[config.mk]
export PLATFORM = sky130hd
export DESIGN_NAME = motor_cmd_uart_rx_flat
export DESIGN_NICKNAME = d
export VERILOG_FILES = /design/src/rtl/motor_cmd_uart_rx_if.sv /design/src/rtl/motor_cmd_uart_rx.sv /design/src/flat_wrapper.sv
export SDC_FILE = /design/constraint.sdc
export NUM_CORES = 1
export LEC_CHECK = 0
export CORE_AREA = 2 2 81 83
export DETAILED_ROUTE_END_ITERATION = 7
export DIE_AREA = 0 0 83 85
export GPL_TIMING_DRIVEN = 1
export PLACE_DENSITY = 0.55
export SLEW_MARGIN = 20
export SYNTH_ARGS = -nofsm -noshare
export SYNTH_HDL_FRONTEND = slang
export SYNTH_SLANG_ARGS = --single-unit
[constraint.sdc]
create_clock -name CLOCK_50 -period 2.23 [get_ports CLOCK_50]
set_input_delay 0.5575 -clock CLOCK_50 [delete_from_list [all_inputs] [get_ports CLOCK_50]]
set_output_delay 0.5575 -clock CLOCK_50 [all_outputs]
set_load 0.03 [all_outputs]
[src/rtl/motor_cmd_uart_rx_if.sv]
// Serial link bundle between the motor command transmitter and its receiver.
// master: the line-driving / result-observing side. slave: the receiver block.
interface motor_cmd_uart_rx_if;
  logic       rx;
  logic [4:0] motor_cmd;
  logic       cmd_valid;
  logic       frame_err;
  logic       busy;

  modport master (
    output rx,
    input  motor_cmd, cmd_valid, frame_err, busy
  );

  modport slave (
    input  rx,
    output motor_cmd, cmd_valid, frame_err, busy
  );
endinterface

[src/rtl/motor_cmd_uart_rx.sv]
// motor_cmd_uart_rx: 8N1 UART receiver for motor command bytes.
// Byte layout: data[7:5] header (must be 000), data[4:0] motor command.
// Optional build macro MOTOR_RX_ONEHOT_CHECK_EN: additionally require data[4:0]
// to be zero or one-hot; anything else is rejected as a frame error.
module motor_cmd_uart_rx #(
  parameter int CLK_FREQ  = 50_000_000,
  parameter int BAUD_RATE = 115200
) (
  input  logic                 CLOCK_50,
  input  logic                 reset,
  motor_cmd_uart_rx_if.slave   bus
);

  localparam int CLKS_PER_BIT = CLK_FREQ / BAUD_RATE;
  localparam int CNT_W        = $clog2(CLKS_PER_BIT + 1);
  localparam logic [CNT_W-1:0] HALF_LD = CNT_W'(CLKS_PER_BIT / 2 - 1);
  localparam logic [CNT_W-1:0] FULL_LD = CNT_W'(CLKS_PER_BIT - 1);

  localparam logic [2:0] S_ARM   = 3'd0;
  localparam logic [2:0] S_IDLE  = 3'd1;
  localparam logic [2:0] S_START = 3'd2;
  localparam logic [2:0] S_DATA  = 3'd3;
  localparam logic [2:0] S_STOP  = 3'd4;

  logic             r_sync1, r_sync2, r_rx_d;
  logic [2:0]       r_state;
  logic [CNT_W-1:0] r_cnt;
  logic [2:0]       r_bit;
  logic [7:0]       r_shift;
  logic [1:0]       r_arm_cnt;
  logic [4:0]       r_motor_cmd;
  logic             r_cmd_valid, r_frame_err;

  logic             w_fall;
  logic             w_hdr_ok;
  logic             w_cmd_ok;
  logic             w_accept;

  // Two-flop synchroniser plus one history flop for edge detection.
  always_ff @(posedge CLOCK_50 or posedge reset) begin
    if (reset) begin
      r_sync1 <= 1'b1;
      r_sync2 <= 1'b1;
      r_rx_d  <= 1'b1;
    end else begin
      r_sync1 <= bus.rx;
      r_sync2 <= r_sync1;
      r_rx_d  <= r_sync2;
    end
  end

  assign w_fall   = r_rx_d & ~r_sync2;
  assign w_hdr_ok = (r_shift[7:5] == 3'b000);

`ifdef MOTOR_RX_ONEHOT_CHECK_EN
  // Zero or exactly one bit set: x & (x-1) clears the lowest set bit.
  assign w_cmd_ok = ((r_shift[4:0] & (r_shift[4:0] - 5'd1)) == 5'd0);
`else
  assign w_cmd_ok = 1'b1;
`endif

  // Stop bit, header and command checks evaluated at the stop sample.
  assign w_accept = r_sync2 & w_hdr_ok & w_cmd_ok;

  // Frame FSM: baud counting, bit sampling and result strobes.
  always_ff @(posedge CLOCK_50 or posedge reset) begin
    if (reset) begin
      r_state     <= S_ARM;
      r_cnt       <= '0;
      r_bit       <= '0;
      r_shift     <= '0;
      r_arm_cnt   <= '0;
      r_motor_cmd <= '0;
      r_cmd_valid <= 1'b0;
      r_frame_err <= 1'b0;
    end else begin
      r_cmd_valid <= 1'b0;
      r_frame_err <= 1'b0;
      case (r_state)
        S_ARM: begin
          // The synchroniser comes out of reset holding 1, so let it refill
          // from the pin before trusting a high level; a line held low across
          // reset must not look like an idle-then-start sequence.
          if (r_arm_cnt != 2'd3) r_arm_cnt <= r_arm_cnt + 2'd1;
          else if (r_sync2 && r_rx_d) r_state <= S_IDLE;
        end
        S_IDLE: begin
          if (w_fall) begin
            r_bit   <= '0;
            r_cnt   <= HALF_LD;
            r_state <= S_START;
          end
        end
        S_START: begin
          if (r_cnt != '0) r_cnt <= r_cnt - 1'b1;
          else if (!r_sync2) begin
            r_cnt   <= FULL_LD;
            r_state <= S_DATA;
          end else begin
            r_state <= S_IDLE;  // glitch, not a start bit
          end
        end
        S_DATA: begin
          if (r_cnt != '0) r_cnt <= r_cnt - 1'b1;
          else begin
            r_cnt   <= FULL_LD;
            r_shift <= {r_sync2, r_shift[7:1]};
            r_bit   <= r_bit + 3'd1;
            if (r_bit == 3'd7) r_state <= S_STOP;
          end
        end
        S_STOP: begin
          if (r_cnt != '0) r_cnt <= r_cnt - 1'b1;
          else begin
            // Leave at the stop midpoint so a following start edge is caught.
            r_state <= S_IDLE;
            if (w_accept) begin
              r_motor_cmd <= r_shift[4:0];
              r_cmd_valid <= 1'b1;
            end else begin
              r_frame_err <= 1'b1;
            end
          end
        end
        default: r_state <= S_ARM;
      endcase
    end
  end

  assign bus.motor_cmd = r_motor_cmd;
  assign bus.cmd_valid = r_cmd_valid;
  assign bus.frame_err = r_frame_err;
  assign bus.busy      = (r_state == S_START) || (r_state == S_DATA) ||
                         (r_state == S_STOP);

endmodule

[src/flat_wrapper.sv]
// flat-port wrapper written by rule: the top's interface ports become plain ports
module motor_cmd_uart_rx_flat 
#(
  parameter int CLK_FREQ  = 50_000_000,
  parameter int BAUD_RATE = 115200
)
  (CLOCK_50, reset, bus_rx, bus_motor_cmd, bus_cmd_valid, bus_frame_err, bus_busy);
  motor_cmd_uart_rx_if bus_i ();
  input  logic CLOCK_50;
  input  logic reset;
  input wire logic [$bits(bus_i.rx)-1:0] bus_rx;
  output wire logic [$bits(bus_i.motor_cmd)-1:0] bus_motor_cmd;
  output wire logic [$bits(bus_i.cmd_valid)-1:0] bus_cmd_valid;
  output wire logic [$bits(bus_i.frame_err)-1:0] bus_frame_err;
  output wire logic [$bits(bus_i.busy)-1:0] bus_busy;
  assign bus_i.rx = bus_rx;
  assign bus_motor_cmd = bus_i.motor_cmd;
  assign bus_cmd_valid = bus_i.cmd_valid;
  assign bus_frame_err = bus_i.frame_err;
  assign bus_busy = bus_i.busy;
  motor_cmd_uart_rx #(.CLK_FREQ(CLK_FREQ), .BAUD_RATE(BAUD_RATE)) u_core (.CLOCK_50(CLOCK_50), .reset(reset), .bus(bus_i));
endmodule
# [Word-level counts from Yosys, hierarchy flattened]
# Index checks and enable logic that the tools add are counted.
[totals] wordCells=71 reg_bits=35 output_inout_bits=8
[classes] add_sub_neg=3 reduce_logical=14 mux=24 n_eq_ne=15 bitwise_logic=4
[ops] operator="2-to-1 mux 9 bit" count=5
[ops] operator="one-hot mux 9 bit (4 select lines)" count=1
[ops] operator="2-to-1 mux 3 bit" count=9
[ops] operator="one-hot mux 3 bit (5 select lines)" count=1
[ops] operator="inequality test 2 bit, second input constant" count=5
[ops] operator="nonzero test 9 bit" count=1
[ops] operator="subtractor 9 x 1 -> 9 bit, second input constant" count=1
[ops] operator="inequality test 2 x 1 -> 1 bit, second input constant" count=4
[ops] operator="AND reduction 7 bit" count=1
[ops] operator="equality test 3 x 2 -> 1 bit, second input constant" count=2
[ops] operator="equality test 3 bit, second input constant" count=2
[ops] operator="zero test 3 bit" count=2
[ops] operator="2-to-1 mux 1 bit" count=6
[ops] operator="one-hot mux 3 bit (2 select lines)" count=1
[ops] operator="AND reduction 3 bit" count=2
[ops] operator="AND reduction 2 bit" count=2
[ops] operator="AND reduction 4 bit" count=1
[ops] operator="nonzero test 4 bit" count=1
[ops] operator="adder 3 x 1 -> 3 bit, second input constant" count=1
[ops] operator="equality test 3 x 1 -> 1 bit, second input constant" count=1
[ops] operator="inequality test 3 bit, second input constant" count=1
[ops] operator="adder 2 x 1 -> 2 bit, second input constant" count=1
[ops] operator="bitwise AND 1 bit" count=2
[ops] operator="logical OR 1 bit" count=2
[ops] operator="other kinds (4)" count=5

# [Depth between registers and ports, before layout]
[logic_depth] depth_word=5 ltp_mapped=7

# [Worst setup path before layout]
# OpenSTA, ideal clock, no wires.
[synth_path] path_type="register -> register" startpoint="register u_core.r_cnt[0]" endpoint="register u_core.r_cnt[0]" n_path_buf=1 path_slack_ns=0.042 stages_incl_launch_ff=8 arrival_ns=2.061 required_time_ns=2.103 cell_sequence="dfrtp_1 > inv_1 > ha_1 > or4b_4 > a2111oi_4 > or2_1 > buf_6 > mux2_1"
[synth_between] elab_chain_len=3 elab_cells_between_ends=9
[synth_lines] item="start, declared" line_no="motor_cmd_uart_rx.sv:27" source="logic [CNT_W-1:0] r_cnt;"
[synth_lines] item="start signal, assigned" line_no="motor_cmd_uart_rx.sv:95" source="if (r_cnt != '0) r_cnt <= r_cnt - 1'b1;"
[synth_lines] item="start signal, assigned" line_no="motor_cmd_uart_rx.sv:104" source="if (r_cnt != '0) r_cnt <= r_cnt - 1'b1;"
[synth_lines] item="start signal, assigned" line_no="motor_cmd_uart_rx.sv:113" source="if (r_cnt != '0) r_cnt <= r_cnt - 1'b1;"
[synth_lines] item="subtractor 9 x 1 -> 9 bit or nonzero test 9 bit (tied branches)" line_no="motor_cmd_uart_rx.sv:95, motor_cmd_uart_rx.sv:104, motor_cmd_uart_rx.sv:113"
[synth_lines] item="2-to-1 mux 9 bit, or another cell as far along" line_no="motor_cmd_uart_rx.sv:113"
[synth_lines] item="one-hot mux 9 bit (4 select lines) or AND reduction 4 bit (tied branches)"
# Parallel ways exist; a longest one is shown, timed or not. The select of a mux whose other input is x is not followed.
# A chain may end at the register's enable or synchronous reset.

# [Worst setup path after layout]
[layout_path] startpoint="register u_core.r_state[2]" endpoint="output bus_busy"
[layout_between] elab_chain_len=3 elab_cells_between_ends=5
[layout_lines] item="start, declared" line_no="motor_cmd_uart_rx.sv:26" source="logic [2:0] r_state;"
[layout_lines] item="start signal, assigned" line_no="motor_cmd_uart_rx.sv:68" source="r_state <= S_ARM;"
[layout_lines] item="start signal, assigned" line_no="motor_cmd_uart_rx.sv:85" source="else if (r_sync2 && r_rx_d) r_state <= S_IDLE;"
[layout_lines] item="start signal, assigned" line_no="motor_cmd_uart_rx.sv:91" source="r_state <= S_START;"
[layout_lines] item="equality test 3 x 2 -> 1 bit" line_no="motor_cmd_uart_rx.sv:133" source="assign bus.busy = (r_state == S_START) || (r_state == S_DATA) ||"
[layout_lines] item="logical OR 1 bit" line_no="motor_cmd_uart_rx.sv:133"
[layout_lines] item="logical OR 1 bit (*)" line_no="motor_cmd_uart_rx.sv:133"
[layout_lines] item="end, declared" line_no="flat_wrapper.sv:15" source="output wire logic [$bits(bus_i.busy)-1:0] bus_busy;"
# Every way passes the cells marked *; elsewhere a longest branch is shown, timed or not.

==> summary.md <==
| Metric | Value |
|---|---|
| Outcome | finished, final reports clean |
| Rows | 29 |
| Post CTS Setup Buffer Count | 0 |
| Ys flop type | dfrtp_1 |
| Worst-Margin Slew | about 0.46 ns |
| Min-delay src | u_core.r_sync1 |
| Final WS setup | 0.1542 ns |
| Seq/Total Area, Yosys | between 40% and 50% |
| DRC violations left | 0 |
| Crit path kind | register to primary output |
| Area grow syn2layout | 19.66% |
| Pleak | approximately 0.94 nW |
| First-pass GRT wire length | 6382 um |
| Mapped Avg Cell Area | 11.13 um^2 |
| Initial Util | 29.24% |
| Clock Skews | just over 0.01 ns |
| Initial antenna violation count | 0 |
| Top cell type's share of synthesized area | between 40 and 50% |
| Reg2Reg Depth | 6 |
| Routed wire length | around 3700 um |
| Max clock buf depth | 2 |
| Setup WS pre-CTS | between 0.1 and 0.15 ns |
| CTS H-tree lvls | 2 |
| CTS Sinks | 35 |
| Final setup TNS | 0 ns |
| Die width | 83 um |
| Endpoints failing setup | 0 |
| Area leader, netlist | dfrtp_1 |
| Largest net degree at the start of global routing | 36 |
| Antenna Violating Nets Remaining | 0 |
| Root buf cell | clkbuf_8 |
| Worst slew margin | between 60% and 70% |
| Fmax | ~480 MHz |
| Core Area | approximately 6200 um^2 |
| Hold Path Stages | 0 |
| Netlist cell types | between 50 and 60 |
| Final hold vios | 0 |
| WP data arrival | approximately 1.5 ns |
| TritonCTS clock tree | done |
| I/O Buffers | 10 |
| Cts repair resizes | 0 |
| Worst Path Required | 1.67 ns |
| HPWL Detailed | between 2000 and 3000 um |
| Startpoint types | register |
| Final Total Pwr | approximately 0.0021 W |
| Clk slew on worst S/H paths | approximately 0.08 ns |
| Mapped cell area | between 1500 and 2000 um^2 |
| Final min period | around 2.1 ns |
| Clock Latency Late Sink | 0.29 ns |
| Drt first-iter violations | 83 |
| Gpl congestion | about 0.85 |
| DR vias | about 1300 |
| Reg2reg end | u_core.bus.motor_cmd[4] |
| Number of flops mapped to enable cells by yosys | 0 |
| Reg-to-reg startpoint | u_core.r_cnt[0] |
| Synth area leaders | dfrtp_1 (44%), mux2_2 (8.7%), dfstp_2 (4.3%) |
| Cells after synthesis | approximately 160 |
| Cts bufs inserted | 5 |
| Chip height | ~85 um |
| Gr ovfl total | 0 |
| Maxcap violations | 0 |
| Syn Nets | 170 |
| Ports | 11 |
| Post-CTS Hold Buffers | 0 |
| Average wire per standard cell | around 14 um |
| Full die area | 7055 um^2 |
| Commonest non-fill, non-tap cell in the layout | dfrtp_1 |
| Fraction of layout cells with a size suffix above 1 | a little over a quarter |
| Crit Path Max Fanout | 11 |
| Unrepaired setup endpoints after global routing | no |
| Inserted Diodes | 0 |
| Vias in the first global route | 1345 |
| Vias per inst | between 5 and 6 |
| Fin crit share | slightly above 90% |
| Asr flop ratio synth | 100.0% |
| Hold path endpoint | u_core.r_sync2 |
| CP Capture Type | primary output |
| Max-slew violations | 0 |
| Pwr dens | roughly 1000 nW/um^2 |
| Layout Nets | 193 |
| Most frequent cells in the layout | dfrtp_1 (32), buf_4 (15), mux2_2 (14) |
| Max VDD drop | just under 0.0004 V |
| GRT Util Overall | between 10% and 20% |
| Post-synthesis register bit count | 35 |
| Synth warn | 0 |
| DR pass1 iterations | 4 |
| Min-Delay Path Class | register to register |
| Setup slack, reg-to-reg | roughly 0.17 ns |
==> routing by layer <==
| metal | GRT usage (%) | vias up | wire (um) |
|---|---|---|---|
| met4 | 5.067 | 0 | 71 |
| met3 | 3.016 | 6 | 138 |
| met5 | 0 | - | 0 |
| met2 | 19.28 | 25 | 1722 |
| met1 | 13.61 | 656 | 1722 |
| li1 | - | 654 | - |
==> cells in the mapped netlist, types with 2 or more instances <==
| cell type | n |
|---|---|
| nand4_1 | 4 |
| clkbuf_1 | 4 |
| o31a_1 | 2 |
| o22a_1 | 2 |
| a21oi_1 | 6 |
| buf_2 | 2 |
| nor4_1 | 2 |
| mux2i_1 | 3 |
| nor2_1 | 5 |
| nand2_1 | 7 |
| nor2b_1 | 3 |
| o2111ai_1 | 2 |
| nand2b_1 | 3 |
| dfstp_2 | 3 |
| dfrtp_1 | 32 |
| o31ai_1 | 6 |
| nor3_1 | 3 |
| nand3_1 | 3 |
| mux2_2 | 14 |
| ha_1 | 4 |
| a31oi_1 | 3 |
| inv_1 | 11 |
| and2_0 | 2 |
| o21ai_0 | 8 |
| nand3b_1 | 2 |
==> per-stage QoR <==
step / std cells / area, um^2 / util, % / hold slack [ns]
after floorplan: 163 / 1814 / - / 0.3452
after global placement: 256 / 2072 / 33.39 / 0.3474
after detailed placement: 256 / 2072 / 33.39 / 0.3493
after CTS: 264 / 2171 / 34.99 / 0.3616
after global routing: 264 / 2171 / 34.99 / 0.3674
final: 264 / 2171 / 34.99 / 0.3591
==> registers in the layout (all words and copies together) (netlist names) <==
register              flops
u_core.r_cnt              9
u_core.r_shift            8
u_core.bus.motor_cmd      5
u_core.r_bit              3
u_core.r_state            3
u_core.r_arm_cnt          2
u_core.bus.cmd_valid      1
u_core.bus.frame_err      1
u_core.r_rx_d             1
u_core.r_sync1            1
u_core.r_sync2            1
==> worst max-delay path: stages, from the launching register on <==
cell     delay [ns]
dfrtp_1        0.52
nor3b_2        0.36
nor2_1         0.12
inv_1          0.07
buf_4          0.15
==> how the worst max path moves through the flow <==
stage,startpoint,to,cells after the start
after floorplan,u_core.r_cnt[0],u_core.r_cnt[0],7
after detailed placement,u_core.r_cnt[0],u_core.bus.motor_cmd[3],6
after CTS,u_core.r_state[2],bus_busy,4
final,u_core.r_state[2],bus_busy,4
after global routing,u_core.r_cnt[0],u_core.bus.motor_cmd[2],6
after global placement,u_core.r_cnt[0],u_core.bus.motor_cmd[4],6
==> power by group <==
part           internal, W  switching [W]  total [W]  leakage [nW]
Sequential        0.000729       0.000127   0.000856         0.440
Clock             0.000252       0.000244   0.000496        0.0474
Combinational     0.000353       0.000430   0.000782         0.454
==> layout make-up <==
class	instances	area (um^2)
fill	614	4034
tap	77	96.34
clock buffer	6	82.58
multi-input combinational	109	852.1
timing repair buffer	24	202.7
inverter	11	41.29
sequential	35	879.6
clock inverter	2	16.27
==> cell families (layout without fill, tap and decap cells) <==
| group | count (synthesis) | after routing | share of synthesized area, % |
|---|---|---|---|
| AOI/OAI and AO/OA | 41 | 41 | 17.31 |
| xor gates and xnor gates | 1 | 1 | 0.4828 |
| adders and majority gates | 4 | 4 | 2.759 |
| buffers and inverters | 19 | 43 | 4.551 |
| DFF | 35 | 35 | 48.48 |
| muxes | 18 | 18 | 10.97 |
| and+or+nand+nor | 45 | 45 | 15.45 |
Power figures use the tool's default switching activity.
